--- src/rtl/mult_pkg.sv ---
// Shared definitions for the sequential shift-add multiplier.
package mult_pkg;

  typedef enum logic [1:0] {
    IDLE = 2'd0,
    CALC = 2'd1,
    FIX  = 2'd2
  } state_e;

  // Smallest r with 2**r >= value; used at elaboration time to size counters.
  function automatic int clog2(input int value);
    int r;
    r = 0;
    while ((1 << r) < value) r++;
    return r;
  endfunction

endpackage

--- src/rtl/seq_multiplier_if.sv ---
// Operand/result bundle between the start logic and the multiplier.
interface seq_multiplier_if #(
  parameter int WIDTH = 8
);
  logic [WIDTH-1:0]   multiplicand;
  logic [WIDTH-1:0]   multiplier;
  logic               signed_mode;
  logic               start;
  logic [2*WIDTH-1:0] product;
  logic               busy;
  logic               done;

  // Requester side: supplies operands and start, observes the result.
  modport master (
    output multiplicand, multiplier, signed_mode, start,
    input  product, busy, done
  );

  // Multiplier side.
  modport slave (
    input  multiplicand, multiplier, signed_mode, start,
    output product, busy, done
  );
endinterface

--- src/rtl/twos_abs.sv ---
// Magnitude of an operand that is either unsigned or two's complement.
// The most negative value negates to itself; its bit pattern is then read
// as the unsigned magnitude 2**(WIDTH-1), which is the correct result.
module twos_abs #(
  parameter int WIDTH = 8
) (
  input  logic [WIDTH-1:0] value_i,
  input  logic             signed_i,
  output logic [WIDTH-1:0] mag_o,
  output logic             neg_o
);

  assign neg_o = signed_i & value_i[WIDTH-1];
  assign mag_o = neg_o ? -value_i : value_i;

endmodule

--- src/rtl/seq_multiplier.sv ---
// Sequential shift-add multiplier: multiplies magnitudes over WIDTH cycles,
// then applies the result sign in one extra cycle. Fixed latency of
// WIDTH+1 edges from the accepting edge; the product holds between ops.
module seq_multiplier
  import mult_pkg::*;
#(
  parameter int WIDTH = 8
) (
  input  logic clk,
  input  logic rst,
  seq_multiplier_if.slave bus
);

  localparam int CNT_W = clog2(WIDTH + 1);

  logic [WIDTH-1:0]   mag_a;
  logic [WIDTH-1:0]   mag_b;
  logic               neg_a;
  logic               neg_b;

  state_e             state_q;
  logic               sign_q;
  logic [2*WIDTH-1:0] mcand_q;
  logic [WIDTH-1:0]   mplier_q;
  logic [2*WIDTH-1:0] acc_q;
  logic [CNT_W-1:0]   cnt_q;
  logic [2*WIDTH-1:0] product_q;
  logic               busy_q;
  logic               done_q;

  twos_abs #(.WIDTH(WIDTH)) u_abs_a (
    .value_i  (bus.multiplicand),
    .signed_i (bus.signed_mode),
    .mag_o    (mag_a),
    .neg_o    (neg_a)
  );

  twos_abs #(.WIDTH(WIDTH)) u_abs_b (
    .value_i  (bus.multiplier),
    .signed_i (bus.signed_mode),
    .mag_o    (mag_b),
    .neg_o    (neg_b)
  );

  // Control FSM and datapath: accept in IDLE, add/shift in CALC, sign-fix in FIX.
  // NOTE: every register here uses <= so all state updates see the
  // pre-edge values; mixing in = would make results depend on statement order.
  always_ff @(posedge clk or negedge rst) begin
    if (!rst) begin
      state_q   <= IDLE;
      sign_q    <= 1'b0;
      mcand_q   <= '0;
      mplier_q  <= '0;
      acc_q     <= '0;
      cnt_q     <= '0;
      product_q <= '0;
      busy_q    <= 1'b0;
      done_q    <= 1'b0;
    end else begin
      done_q <= 1'b0;
      unique case (state_q)
        IDLE: begin
          if (bus.start) begin
            sign_q   <= neg_a ^ neg_b;
            mcand_q  <= {{WIDTH{1'b0}}, mag_a};
            mplier_q <= mag_b;
            acc_q    <= '0;
            cnt_q    <= '0;
            busy_q   <= 1'b1;
            state_q  <= CALC;
          end
        end
        CALC: begin
          if (mplier_q[0]) acc_q <= acc_q + mcand_q;
          mcand_q  <= mcand_q << 1;
          mplier_q <= mplier_q >> 1;
          cnt_q    <= cnt_q + CNT_W'(1);
          if (cnt_q == CNT_W'(WIDTH - 1)) state_q <= FIX;
        end
        FIX: begin
          // Negating zero yields zero, so there is no negative-zero result.
          product_q <= sign_q ? -acc_q : acc_q;
          done_q    <= 1'b1;
          busy_q    <= 1'b0;
          state_q   <= IDLE;
        end
        default: state_q <= IDLE;
      endcase
    end
  end

  assign bus.product = product_q;
  assign bus.busy    = busy_q;
  assign bus.done    = done_q;

endmodule

--- src/flat_wrapper.sv ---
// flat-port wrapper written by rule: the top's interface ports become plain ports
module seq_multiplier_flat import mult_pkg::*;
#(
  parameter int WIDTH = 8
)
  (clk, rst, bus_multiplicand, bus_multiplier, bus_signed_mode, bus_start, bus_product, bus_busy, bus_done);
  seq_multiplier_if #(.WIDTH(WIDTH)) bus_i ();
  input  logic clk;
  input  logic rst;
  input wire logic [$bits(bus_i.multiplicand)-1:0] bus_multiplicand;
  input wire logic [$bits(bus_i.multiplier)-1:0] bus_multiplier;
  input wire logic [$bits(bus_i.signed_mode)-1:0] bus_signed_mode;
  input wire logic [$bits(bus_i.start)-1:0] bus_start;
  output wire logic [$bits(bus_i.product)-1:0] bus_product;
  output wire logic [$bits(bus_i.busy)-1:0] bus_busy;
  output wire logic [$bits(bus_i.done)-1:0] bus_done;
  assign bus_i.multiplicand = bus_multiplicand;
  assign bus_i.multiplier = bus_multiplier;
  assign bus_i.signed_mode = bus_signed_mode;
  assign bus_i.start = bus_start;
  assign bus_product = bus_i.product;
  assign bus_busy = bus_i.busy;
  assign bus_done = bus_i.done;
  seq_multiplier #(.WIDTH(WIDTH)) u_core (.clk(clk), .rst(rst), .bus(bus_i));
endmodule
--- config.mk ---
export PLATFORM = sky130hd
export DESIGN_NAME = seq_multiplier_flat
export DESIGN_NICKNAME = d
export VERILOG_FILES = /design/src/rtl/mult_pkg.sv /design/src/rtl/seq_multiplier_if.sv /design/src/rtl/twos_abs.sv /design/src/rtl/seq_multiplier.sv /design/src/flat_wrapper.sv
export SDC_FILE = /design/constraint.sdc
export NUM_CORES = 1
export LEC_CHECK = 0
export CAP_MARGIN = 5
export CELL_PAD_IN_SITES_DETAIL_PLACEMENT = 1
export CELL_PAD_IN_SITES_GLOBAL_PLACEMENT = 2
export CORE_MARGIN = 8
export CORE_UTILIZATION = 36
export DETAILED_ROUTE_END_ITERATION = 10
export PLACE_DENSITY_LB_ADDON = 0.25
export SLEW_MARGIN = 40
export SYNTH_ARGS = -nofsm -noshare
export SYNTH_HDL_FRONTEND = slang
export SYNTH_SLANG_ARGS = --single-unit
--- constraint.sdc ---
create_clock -name clk -period 2.85 [get_ports clk]
set_input_delay 0.855 -clock clk [delete_from_list [all_inputs] [get_ports clk]]
set_output_delay 0.855 -clock clk [all_outputs]
set_load 0.005 [all_outputs]
### After elaboration in Yosys (flattened, before gate mapping)

Cells that the tools add are included.

* bits in latches: 0
* bits in read-only memories: 0
* memories kept: 0
* RAM bits: 0
* input port bits: 20
* bits in registers: 65

* mux-type cells: 18
* div/mod/pow operators: 0
* $mul: 0
* shifts and indexed selects: 0
* reduce and logical (&&, ||, !) cells: 8
* equal/unequal tests: 6
* add/subtract/negate cells: 5
* $lt $le $gt $ge: 0
* bitwise operators: 3

Operators by type and width (number)
* 16-bit two-way mux: 4
* 16-bit one-hot mux with 2 select lines: 2
* 8-bit two-way mux: 3
* 16-bit adder: 1
* 16-bit negator: 1
* 8-bit negator: 2
* 8-bit one-hot mux with 2 select lines: 1
* 4-bit one-hot mux with 2 select lines: 1
* 2-bit AND reduction: 4
* 4-bit by 1-bit adder with 4-bit output, second input constant: 1
* 4-bit by 3-bit == test with 1-bit output, second input constant: 1
* 2-bit two-way mux: 2
* 4-bit two-way mux: 1
* 2-bit by 1-bit inequality test with 1-bit output, second input constant: 2
* 2-bit one-hot mux with 2 select lines: 1
* 2-bit nonzero test: 2
* 3-bit AND reduction: 1
* 1-bit bitwise AND: 2
* 2-bit by 1-bit == test with 1-bit output, second input constant: 1
* 2-bit == test, second input constant: 1
* 2-bit logical NOT: 1
* 1-bit two-way mux: 2
* 2-bit inequality test, second input constant: 1
* 1-bit one-hot mux with 2 select lines: 1
* 1-bit XOR: 1

### Logic depth before layout (Yosys ltp)

Gate-level depths: netlist of the first run.

* word-level depth: 4
* gate-level depth with buffers: 8
* mapped depth without buffers: 8

### Hierarchy

Synthesis of the first run repeated with hierarchy kept, for this count alone.

* cells, all modules: 450
* area, all modules: 3946.3 um^2

Modules (own cells, without submodules)
* seq_multiplier: area each 3638.5 um^2, instances 1, sequential area each 1626.6 um^2, cells an instance 400
* twos_abs: area each 153.9 um^2, instances 2, sequential area each 0.0 um^2, cells an instance 25

### Worst setup path after synthesis of the first run

OpenSTA, ideal clock, no wires.

* path kind: in2reg
* from: input bus_start
* to: register u_core.acc_q[15]
* required time: 2.719 ns
* setup time: 0.131 ns
* path slack: 0.720 ns
* cell stages on the path: 6
* data arrival time: 1.999 ns
* buffers on the path: 1
* cells stage by stage: or3b_2 -> clkbuf_1 -> nand3_1 -> a21oi_1 -> a21oi_1 -> or3b_1

* cells in the longest elaborated chain, start to end: 2

Ends and longest elaborated chain
* from (decl): line flat_wrapper.sv:13 `input wire logic [$bits(bus_i.start)-1:0] bus_start;`
* 2-bit inequality test (no line)
* 3-bit AND reduction (no line)
* to (signal assigned): line seq_multiplier.sv:74 `if (mplier_q[0]) acc_q <= acc_q + mcand_q;`
* to (decl): line seq_multiplier.sv:25 `logic [2*WIDTH-1:0] acc_q;`

Every way passes these cells.
A chain may end at the register's enable or synchronous reset.

### Worst setup path in the final report of the first run

* from: register u_core.acc_q[0]
* to: register u_core.acc_q[14]

* cells in the longest elaborated chain, start to end: 3

Ends and longest elaborated chain
* 16-bit adder: line seq_multiplier.sv:74
* 16-bit two-way mux: line seq_multiplier.sv:74
* 16-bit one-hot mux with 2 select lines: line seq_multiplier.sv:61 `unique case (state_q)`

Every way passes these cells. The select of a mux whose other input is x is not followed.

==> summary.md, run 1 <==
| Metric | Value |
|---|---|
| Run status | `finished clean` |
| Area leader, netlist | `dfrtp_1` |
| Core ar. | `between 10000 and 15000 um2` |
| TritonCTS Buffers | `9` |
| Arr. time, crit path | `2.76 ns` |
| Fraction of layout cells with a size suffix above 1 | `0.0768` |
| Fmax | `between 0.3 and 0.4 GHz` |
| Mapped cell area | `3970 um2` |
| Max_slew headroom | `0.546` |
| Top cells by area, synth | `dfrtp_1, nand2_1, ha_1, o21ai_0, xnor2_1` |
| Cells after synthesis | `around 440` |
| Final setup fails | `0` |
| Clock Skews | `0.00659 ns` |
| # hold bufs at CTS | `0` |
| Die height | `121 um` |
| Die Wd | `121 um` |
| Post-synth EDFFs | `0` |
| RR Startpoint | `u_core.acc_q[0]` |
| Routed Antenna Nets | `0` |
| Final instance area | `4700 um2` |
| WL/cell | `16.5 um` |
| CTS tree | `done` |
| Row cnt | `38` |
| Power per Cell Area | `between 1000 and 1500 nW/um2` |
| Synth async-reset ratio | `1.00` |
| # nets final | `517` |
| Input/output buffers | `37` |
| Initial antenna violation count | `0` |
| Total Wirelength | `a little over 10000 um` |
| Gr ovfl total | `0` |
| Diodes inserted | `0` |
| VDD IR max | `roughly 0.42 mV` |
| Top cells by count, synth | `dfrtp_1, nand2_1, o21ai_0` |
| Initial Util | `0.367` |
| Worst-skew pair later-pin latency | `about 0.34 ns` |
| Detailed-placement wirelength estimate | `7890 um` |
| Top-count cell post-synth | `dfrtp_1` |
| Worst hold path type | `flip-flop to flip-flop` |
| Largest net degree at the start of global routing | `66` |
| Synth Flop Type | `dfrtp_1` |
| Drt pass-1 iters | `4` |
| Setup tns final | `0 ns` |
| Remaining routing DRC violations | `0` |
| Share of Yosys cell area claimed by the top area cell type | `0.410` |
| Hold Path Cell Cnt | `1` |
| First-pass GRT wire length | `between 15000 and 20000 um` |
| Cell variety after synth | `59` |
| Area of the multi-input gates | `roughly 2200 um2` |
| Final Cycle Share | `0.893` |
| Clock transition at path regs | `0.07 ns` |
| FILL cells | `1274` |
| Sequential Area | `1630 um2` |
| Crit path max fanout | `6` |
| CTS HTree Levels | `3` |
| Vias in the first global route | `between 3000 and 4000` |
| Clock Tree Buf Depth | `2` |
| Ports | `38` |
| Maximum capacitance violations | `0` |
| Post CTS Setup Buffer Count | `0` |
| Worst Path Required | `a little over 3 ns` |
| Worst-Margin Slew | `0.680 ns` |
| RSZ-0062 raised after global routing | `no` |
| Worst hold start | `u_core.cnt_q[3]` |
| Leak pwr | `0.00205 uW` |
| WS Path Type | `flip-flop to flip-flop` |
| Worst reg2reg path depth | `9` |
| Final hold violations | `0` |
| # clock sinks | `65` |
| Starting DRT DRC Count | `122` |
| Max Slew Vio Count | `0` |
| GRT Overall Usage | `0.148` |
| CP startpoint kind | `flip-flop` |
| Synthesized flop and latch total | `65` |
| Placer Congestion | `~0.88` |
| R2R Path End | `u_core.acc_q[14]` |
| Seq/Total Area, Yosys | `0.410` |
| Syn Nets | `477` |
| Via count | `3327` |
| Crit end category | `flip-flop` |
| Resize count post-CTS | `0` |
| Post-DP Area | `4490 um2` |
| Die area | `around 15000 um2` |
| R2R setup slack | `just over 0.3 ns` |
| Vias per cell | `5.35` |
| Worst Hold End | `u_core.state_q[1]` |
| CTS Root Cell | `clkbuf_8` |
| Fin crit period | `approximately 2.5 ns` |
| Synth Warn # | `0` |
| Syn avg cell area | `9.07 um2` |
| Syn-to-layout area delta | `18.5%` |
-- stage by stage --
stage	power [uW]	worst slack, ns	utilization	hold WS (ns)	instances
floorplan	3560	0.720	-	0.442	437
global placement	4380	0.157	0.415	0.461	606
detailed placement	4480	0.106	0.416	0.467	606
CTS	5350	0.271	0.435	0.488	622
global route	5760	0.0277	0.435	0.504	622
finish	5270	0.304	0.435	0.479	622
-- state kept, by name, indices dropped and copies added (netlist names) --
register            flops
u_core.cnt_q            4
u_core.bus.product     16
u_core.mplier_q         8
u_core.bus.busy         1
u_core.bus.done         1
u_core.mcand_q         16
u_core.acc_q           16
u_core.sign_q           1
u_core.state_q          2
-- final cells by class --
| class | instances | area share |
|---|---|---|
| clock buffer | 13 | 0.0296 |
| clock inverter | 3 | 0.0139 |
| sequential | 65 | 0.346 |
| tap | 140 | 0.0373 |
| multi-input combinational | 335 | 0.462 |
| timing repair buffer | 48 | 0.0962 |
| inverter | 18 | 0.0144 |
-- layout by cell type, fill, tap and decap left out, types with 6 or more instances in the layout --
cell type	n
nand2_1	63
xor2_1	12
nand3_1	21
nor2_1	17
nor3_1	9
buf_4	10
dfrtp_1	65
clkbuf_8	9
a21oi_1	17
clkdlybuf4s50_1	36
xnor2_1	20
or3_1	6
ha_1	19
inv_1	18
o21ai_0	44
a22oi_1	13
o31ai_1	8
a22o_1	6
-- report_power, final --
part,switching (uW),internal [uW]
clock network,349,493
logic,1460,1230
registers,413,1320
-- critical path, cell delays in order (launching register included) --
cell and delay [ns]:
dfrtp_1 0.45, ha_1 0.24, inv_1 0.07, fa_1 0.41, nor2b_1 0.21, o31a_1 0.22
o311ai_0 0.13, buf_4 0.17, a2111oi_0 0.43, a211oi_1 0.09
-- logic make-up after synthesis --
| family | count (synthesis) | share of synthesized area |
|---|---|---|
| adder cells (fa/ha/maj) | 20 | 0.0650 |
| multiplexers | 3 | 0.00757 |
| AO/OA/AOI/OAI | 132 | 0.223 |
| AND/OR/NAND/NOR | 148 | 0.180 |
| XOR/XNOR | 32 | 0.0707 |
| buffers and inverters | 37 | 0.0432 |
| flip-flops | 65 | 0.410 |
-- routing by layer --
metal,track usage,part of all wire,up-vias
li1,-,-,1663
met1,0.173,0.44,1586
met2,0.256,0.50,65
met3,0.0284,0.043,13
met4,0.0648,0.018,0
met5,0,0,-
-- worst max path at each step --
stage	slack (ns)	from	to
CTS	0.27	u_core.acc_q[0]	u_core.acc_q[14]
floorplan	0.72	bus_start	u_core.acc_q[15]
global placement	0.16	bus_start	u_core.acc_q[15]
global route	0.03	u_core.acc_q[0]	u_core.acc_q[14]
detailed placement	0.11	bus_start	u_core.acc_q[15]
finish	0.30	u_core.acc_q[0]	u_core.acc_q[14]
Power figures use the tool's default switching activity.
==> run 2: changes to the inputs <==
--- a/config.mk
+++ b/config.mk
@@ -5,11 +5,12 @@
 export SDC_FILE = /design/constraint.sdc
 export NUM_CORES = 1
 export LEC_CHECK = 0
-export CAP_MARGIN = 5
+export ABC_AREA = 1
+export CAP_MARGIN = 20
 export CELL_PAD_IN_SITES_DETAIL_PLACEMENT = 1
 export CELL_PAD_IN_SITES_GLOBAL_PLACEMENT = 2
 export CORE_MARGIN = 8
-export CORE_UTILIZATION = 36
+export CORE_UTILIZATION = 34
 export DETAILED_ROUTE_END_ITERATION = 10
 export PLACE_DENSITY_LB_ADDON = 0.25
 export SLEW_MARGIN = 40
==> run 2 against run 1 <==
Sequential power shrank 5%. Via count grew 8.3%. Area after synthesis grew 3.0%. Worst setup slack gained 0.48 ns. Critical endpoint is now bus_busy. Largest cell class unchanged. Final cell count grew 18%. First-iteration DRC count grew 0.82%. Critical path type is now flip-flop to primary output. Highest routed layer unchanged.
==> summary.md, run 2 <==
| Metric | Value |
|---|---|
| Top cells by count, synth | `nand2_1, inv_1, dfrtp_1` |
| Largest net degree at the start of global routing | `66` |
| VDD IR max | `0.293 mV` |
| Worst-skew pair later-pin latency | `~0.33 ns` |
| Gr ovfl total | `0` |
| WS Path Type | `flip-flop to primary output` |
| Initial antenna violation count | `0` |
| Worst hold path type | `flip-flop to flip-flop` |
| Die area | `15800 um2` |
| CTS HTree Levels | `3` |
| Finished Core Util | `0.414` |
| Vias in the first global route | `3778` |
| Share of Yosys cell area claimed by the top area cell type | `0.398` |
| Post CTS Setup Buffer Count | `0` |
| Largest family of logic cells by synthesized area | `simple AND/OR/NAND/NOR gates` |
| Most frequent cells in the layout | `nand2_1, inv_1, dfrtp_1` |
| Die height | `between 100 and 150 um` |
| Synthesized flop and latch total | `65` |
| Placer Congestion | `0.786` |
| Family with the most delay on the worst path | `buffers and inverters` |
| Cell variety after synth | `37` |
| Vias per cell | `approximately 4.9` |
| Pre-CTS setup slack | `0.525 ns` |
| Post-synthesis adder-cell area fraction | `0.0631` |
| Mux cell area share after synthesis | `0.00245` |
| WP buf/inv | `1` |
| Die Wd | `126 um` |
| Clock transition at path regs | `0.05 ns` |
| Diodes inserted | `0` |
| Clock Skews | `0.00730 ns` |
| Maximum capacitance violations | `0` |
| Synth async-reset ratio | `1.00` |
| CTS Root Cell | `clkbuf_16` |
| Setup tns final | `0 ns` |
| # clock sinks | `65` |
| First-pass GRT wire length | `18600 um` |
| Top-count cell post-synth | `nand2_1` |
| CP startpoint kind | `flip-flop` |
| # nets final | `approximately 620` |
| Remaining routing DRC violations | `0` |
| Crit end category | `primary output` |
| Leak pwr | `0.00250 uW` |
| Seq/Total Area, Yosys | `0.398` |
| Final Cycle Share | `0.723` |
| Worst Path Required | `2.00 ns` |
| Area leader, netlist | `dfrtp_1` |
| Input/output buffers | `37` |
| Total Wirelength | `10800 um` |
| Sequential Area | `1630 um2` |
| Mapped cell area | `a little over 4000 um2` |
| Clock Tree Buf Depth | `2` |
| Post-synthesis compound-gate area fraction | `0.132` |
| Syn-to-layout area delta | `20.3%` |
| RSZ-0062 raised after global routing | `no` |
| GRT Overall Usage | `0.146` |
| Starting DRT DRC Count | `123` |
| Final hold violations | `0` |
| Final setup fails | `0` |
| Cells after synthesis | `545` |
| Top cells by area, synth | `dfrtp_1, nand2_1, inv_1, ha_1, nand3_1` |
| Fraction of layout cells with a size suffix above 1 | `0.0663` |
| Max incr delay on CP | `0.51 ns` |
| Initial Util | `0.344` |
| Crit path max fanout | `2` |
| Fmax | `just under 0.5 GHz` |
| Area share of and/or/nand/nor cells after synthesis | `0.278` |
| Power per Cell Area | `1120 nW/um2` |
| Pwr Total | `5500 uW` |
| Fin crit period | `just over 2 ns` |
| XOR/XNOR Fraction of Synth Area | `0.0322` |
| # hold bufs at CTS | `0` |
| Post-synth EDFFs | `0` |
| FILL cells | `1472` |
| Crit-path slowest cell | `clkdlybuf4s50_1` |
| Commonest non-fill, non-tap cell in the layout | `nand2_1` |
| TritonCTS Buffers | `9` |
| Max Slew Vio Count | `0` |
| Ports | `38` |
| Final setup margin | `a little under 0.8 ns` |
| Run status | `finished clean` |
| Syn avg cell area | `7.49 um2` |
| CTS tree | `done` |
| Synth Warn # | `0` |
| Via count | `3604` |
| Syn Nets | `585` |
| WL/cell | `14.6 um` |
| Worst-Margin Slew | `0.480 ns` |
| Synth Flop Type | `dfrtp_1` |
| Crit-path cells | `clkdlybuf4s50_1` |
| Core ar. | `roughly 12000 um2` |
| Worst Hold Slack | `0.473 ns` |
| Max_slew headroom | `0.679` |
| Row cnt | `40` |
| Area of the multi-input gates | `2070 um2` |
| Routed Antenna Nets | `0` |
| Arr. time, crit path | `1.21 ns` |
| Drt pass-1 iters | `4` |
| Detailed-placement wirelength estimate | `8430 um` |
| Resize count post-CTS | `0` |
[run 2: changes by cell type after synthesis, moves of 6 or more]
cell,delta
or3_1,-6
o31ai_1,-6
o22ai_1,+7
nand2_1,+102
nor2_1,+7
inv_1,+57
o21ai_1,+13
o21ai_0,-14
clkbuf_1,-13
inv_2,+6
nand3_1,+21
xnor2_1,-19
[run 2: power by group]
part	total, uW	internal (uW)	leakage, uW	switching, uW
clock	1210	809	0.000158	399
combinational	2650	1030	0.00153	1620
sequential	1640	1300	0.000817	336
[run 2: layer usage]
layer / wire length [um] / vias to the layer above / track usage
met3: 354 / 12 / 0.0302
met5: 0 / - / 0
met2: 5250 / 43 / 0.251
met4: 205 / 0 / 0.0695
li1: - / 1843 / -
met1: 4950 / 1706 / 0.170
[run 2: path summary, 6_finish.rpt]
path / start / to / slack [ns] / cells past startpoint
max: u_core.bus.busy / bus_busy / 0.79 / 1
min reg2reg: u_core.bus.product[14] / u_core.bus.product[14] / 0.47 / 2
max in group asynchronous: rst / u_core.mcand_q[15] / 2.02 / 2
min in group asynchronous: rst / u_core.bus.product[0] / 0.53 / 2
max reg2reg: u_core.state_q[0] / u_core.acc_q[2] / 0.89 / 8
min: u_core.bus.product[14] / u_core.bus.product[14] / 0.47 / 2
[run 2: logic make-up after synthesis]
kind of cell / count (synthesis)
xor+xnor: 15
fa+ha+maj: 20
compound gates: 93
mux: 1
flops: 65
buf+inv: 93
simple gates: 258
[run 2: cell type report]
cell class	instances	area share
Timing Repair Buffer	38	0.0784
Multi-Input combinational cell	387	0.422
Clock buffer	11	0.0514
Tap cell	147	0.0374
Clock inverter	4	0.0155
Sequential cell	65	0.331
Inverter	83	0.0644
[run 2: through the flow]
stage / instances / cell area (um2)
after floorplan: 545 / 4080
after CTS: 735 / 4910
after global routing: 735 / 4910
final: 735 / 4910
after detailed placement: 720 / 4590
after global placement: 720 / 4590
==> run 3: changes to the inputs <==
--- a/config.mk
+++ b/config.mk
@@ -10,7 +10,7 @@
 export CELL_PAD_IN_SITES_DETAIL_PLACEMENT = 1
 export CELL_PAD_IN_SITES_GLOBAL_PLACEMENT = 2
 export CORE_MARGIN = 8
-export CORE_UTILIZATION = 34
+export CORE_UTILIZATION = 30
 export DETAILED_ROUTE_END_ITERATION = 10
 export PLACE_DENSITY_LB_ADDON = 0.25
 export SLEW_MARGIN = 40
==> constraint.sdc (replaced) <==
create_clock -name clk -period 1.8 [get_ports clk]
set_input_delay 0.54 -clock clk [delete_from_list [all_inputs] [get_ports clk]]
set_output_delay 0.54 -clock clk [all_outputs]
set_load 0.005 [all_outputs]
==> run 3 against run 2 <==
Clock-buffer cell count increased by 2. Final cell count rose by 8.4%. Clock power increased by 60%. Register-to-register slack worse by 0.80 ns. Worst setup slack worse by 0.72 ns. Flip-flop and latch count is the same. Power increased by 71%. Global-route usage decreased by 1.2 points. First-iteration DRC count is 37% higher. Utilization decreased by 1.0 points. Critical path depth unchanged. Largest power group unchanged.
==> summary.md, run 3 (synthesized netlist as in run 2, its figures left out) <==
| Metric | Value |
|---|---|
| Most frequent cells in the layout | `nand2_1, inv_1, dfrtp_1` |
| Die Wd | `133 um` |
| Largest net degree at the start of global routing | `66` |
| Worst Hold Slack | `0.210 ns` |
| Fraction of layout cells with a size suffix above 1 | `0.147` |
| Internal power | `5510 uW` |
| CTS tree | `done` |
| Initial Util | `0.307` |
| # clock sinks | `65` |
| Ports | `38` |
| Arr. time, crit path | `1.19 ns` |
| Fin crit period | `between 1.5 and 2 ns` |
| Leak pwr | `0.00268 uW` |
| R2R setup slack | `0.09 ns` |
| VDD IR max | `0.540 mV` |
| Maximum capacitance violations | `0` |
| Drt pass-1 iters | `4` |
| Crit end category | `primary output` |
| Worst reg2reg path depth | `10` |
| Run status | `finished clean` |
| GRT Overall Usage | `0.135` |
| Detailed-placement wirelength estimate | `8920 um` |
| Crit. Startpoint | `u_core.bus.product[0]` |
| WL/cell | `roughly 14 um` |
| Max Slew Vio Count | `0` |
| Syn-to-layout area delta | `31.5%` |
| WP buf/inv | `1` |
| # hold bufs at CTS | `0` |
| CTS Root Cell | `clkbuf_16` |
| Clock transition at path regs | `around 0.060 ns` |
| Final setup margin | `0.0663 ns` |
| Crit-path cells | `clkdlybuf4s50_1` |
| Post-DP Area | `about 4900 um2` |
| Clock power frac | `0.206` |
| Final Cycle Share | `0.963` |
| Sequential Power Share | `0.278` |
| Die area | `17600 um2` |
| Initial antenna violation count | `0` |
| Remaining routing DRC violations | `0` |
| Total Wirelength | `11300 um` |
| Input/output buffers | `37` |
| Switching Share | `0.414` |
| Worst-Margin Slew | `0.435 ns` |
| Final instance area | `between 5000 and 6000 um2` |
| # nets final | `657` |
| Vias in the first global route | `3902` |
| Gr ovfl total | `0` |
| Family with the most delay on the worst path | `buffers and inverters` |
| Clock Tree Buf Depth | `2` |
| Final hold violations | `0` |
| CTS HTree Levels | `3` |
| Diodes inserted | `0` |
| Commonest non-fill, non-tap cell in the layout | `nand2_1` |
| Pre-CTS setup slack | `-0.138 ns` |
| Crit path max fanout | `2` |
| Logic pwr share | `0.516` |
| P_sw | `3900 uW` |
| Max incr delay on CP | `0.51 ns` |
| WS Path Type | `flip-flop to primary output` |
| Clock Skews | `0.00591 ns` |
| Row cnt | `42` |
| Core ar. | `13300 um2` |
| First-pass GRT wire length | `between 15000 and 20000 um` |
| Fmax | `0.577 GHz` |
| Max_slew headroom | `0.710` |
| Die height | `133 um` |
| FILL cells | `1641` |
| RSZ-0062 raised after global routing | `yes` |
| Final setup fails | `0` |
| CP startpoint kind | `flip-flop` |
| Routed Antenna Nets | `0` |
| Worst Path Required | `1.26 ns` |
| RR Startpoint | `u_core.acc_q[0]` |
| TritonCTS Buffers | `9` |
| Placer Congestion | `0.782` |
| Via count | `3703` |
| Power per Cell Area | `1750 nW/um2` |
| Worst hold path type | `primary input to async pin` |
| Crit-path slowest cell | `clkdlybuf4s50_1` |
| Worst-skew pair later-pin latency | `around 0.33 ns` |
| Starting DRT DRC Count | `169` |
| Vias per cell | `4.65` |
| R2R Path End | `u_core.acc_q[4]` |
run 3: cell types whose count changed in the layout (fill, tap and decap cells not counted), moves of 2 or more:
cell / previous run / this run
nand3_2: 1 / 5
buf_4: 0 / 31
nand2_1: 166 / 163
buf_12: 1 / 3
nand2_2: 0 / 3
ha_4: 0 / 9
nand3_1: 42 / 38
ha_1: 19 / 9
run 3: repair_timing:
| action | CTS | global route |
|---|---|---|
| resized for setup | 3 | 21 |
| setup buffers | 0 | 3 |
| setup endpoints to repair | 4 | 9 |
| pin swaps | 0 | 2 |
run 3: power by group through the flow:
stage          logic, uW  registers, uW  clock network (uW)
6_report            4860           2620                1940
5_1_grt             5530           2710                2060
4_1_cts             4700           2540                1990
3_5_place_dp        4650           2560                   0
3_3_place_gp        4510           2540                   0
2_1_floorplan       3150           2450                   0
run 3: area by class of cell:
class | count | area (um2) | area share
clock inverters | 2 | 60.1 | 0.0112
repair buffers | 71 | 658 | 0.123
multi-input cells | 387 | 2220 | 0.413
flip-flops and latches | 65 | 1630 | 0.303
clock buffers | 13 | 270 | 0.0503
well taps | 176 | 220 | 0.0410
inverters | 83 | 317 | 0.0589
run 3: metal layers:
layer | GRT usage | routed length (um) | vias up
met1 | 0.159 | 5310 | 1748
met4 | 0.0397 | 127 | 0
met3 | 0.0363 | 333 | 7
li1 | - | - | 1908
met2 | 0.233 | 5550 | 40
met5 | 0 | 0 | -
run 3: worst max-delay path by stage:
| stage | end | slack, ns | cells past startpoint |
|---|---|---|---|
| after floorplan | u_core.acc_q[12] | 0.22 | 11 |
| after global placement | u_core.mcand_q[6] | -0.1 | 7 |
| after detailed placement | u_core.mcand_q[6] | -0.14 | 7 |
| after CTS | u_core.acc_q[15] | 0.001 | 9 |
| after global routing | u_core.acc_q[4] | -0.02 | 10 |
| final | bus_product[0] | 0.07 | 1 |
run 3: through the flow:
step	cells	TNS, ns	power, uW	utilization
after CTS	794	0	9230	0.392
final	797	0	9420	0.404
after global placement	779	-0.251	7050	0.366
after global routing	797	-0.0167	10300	0.404
after detailed placement	779	-0.465	7210	0.366
after floorplan	545	0	5590	-
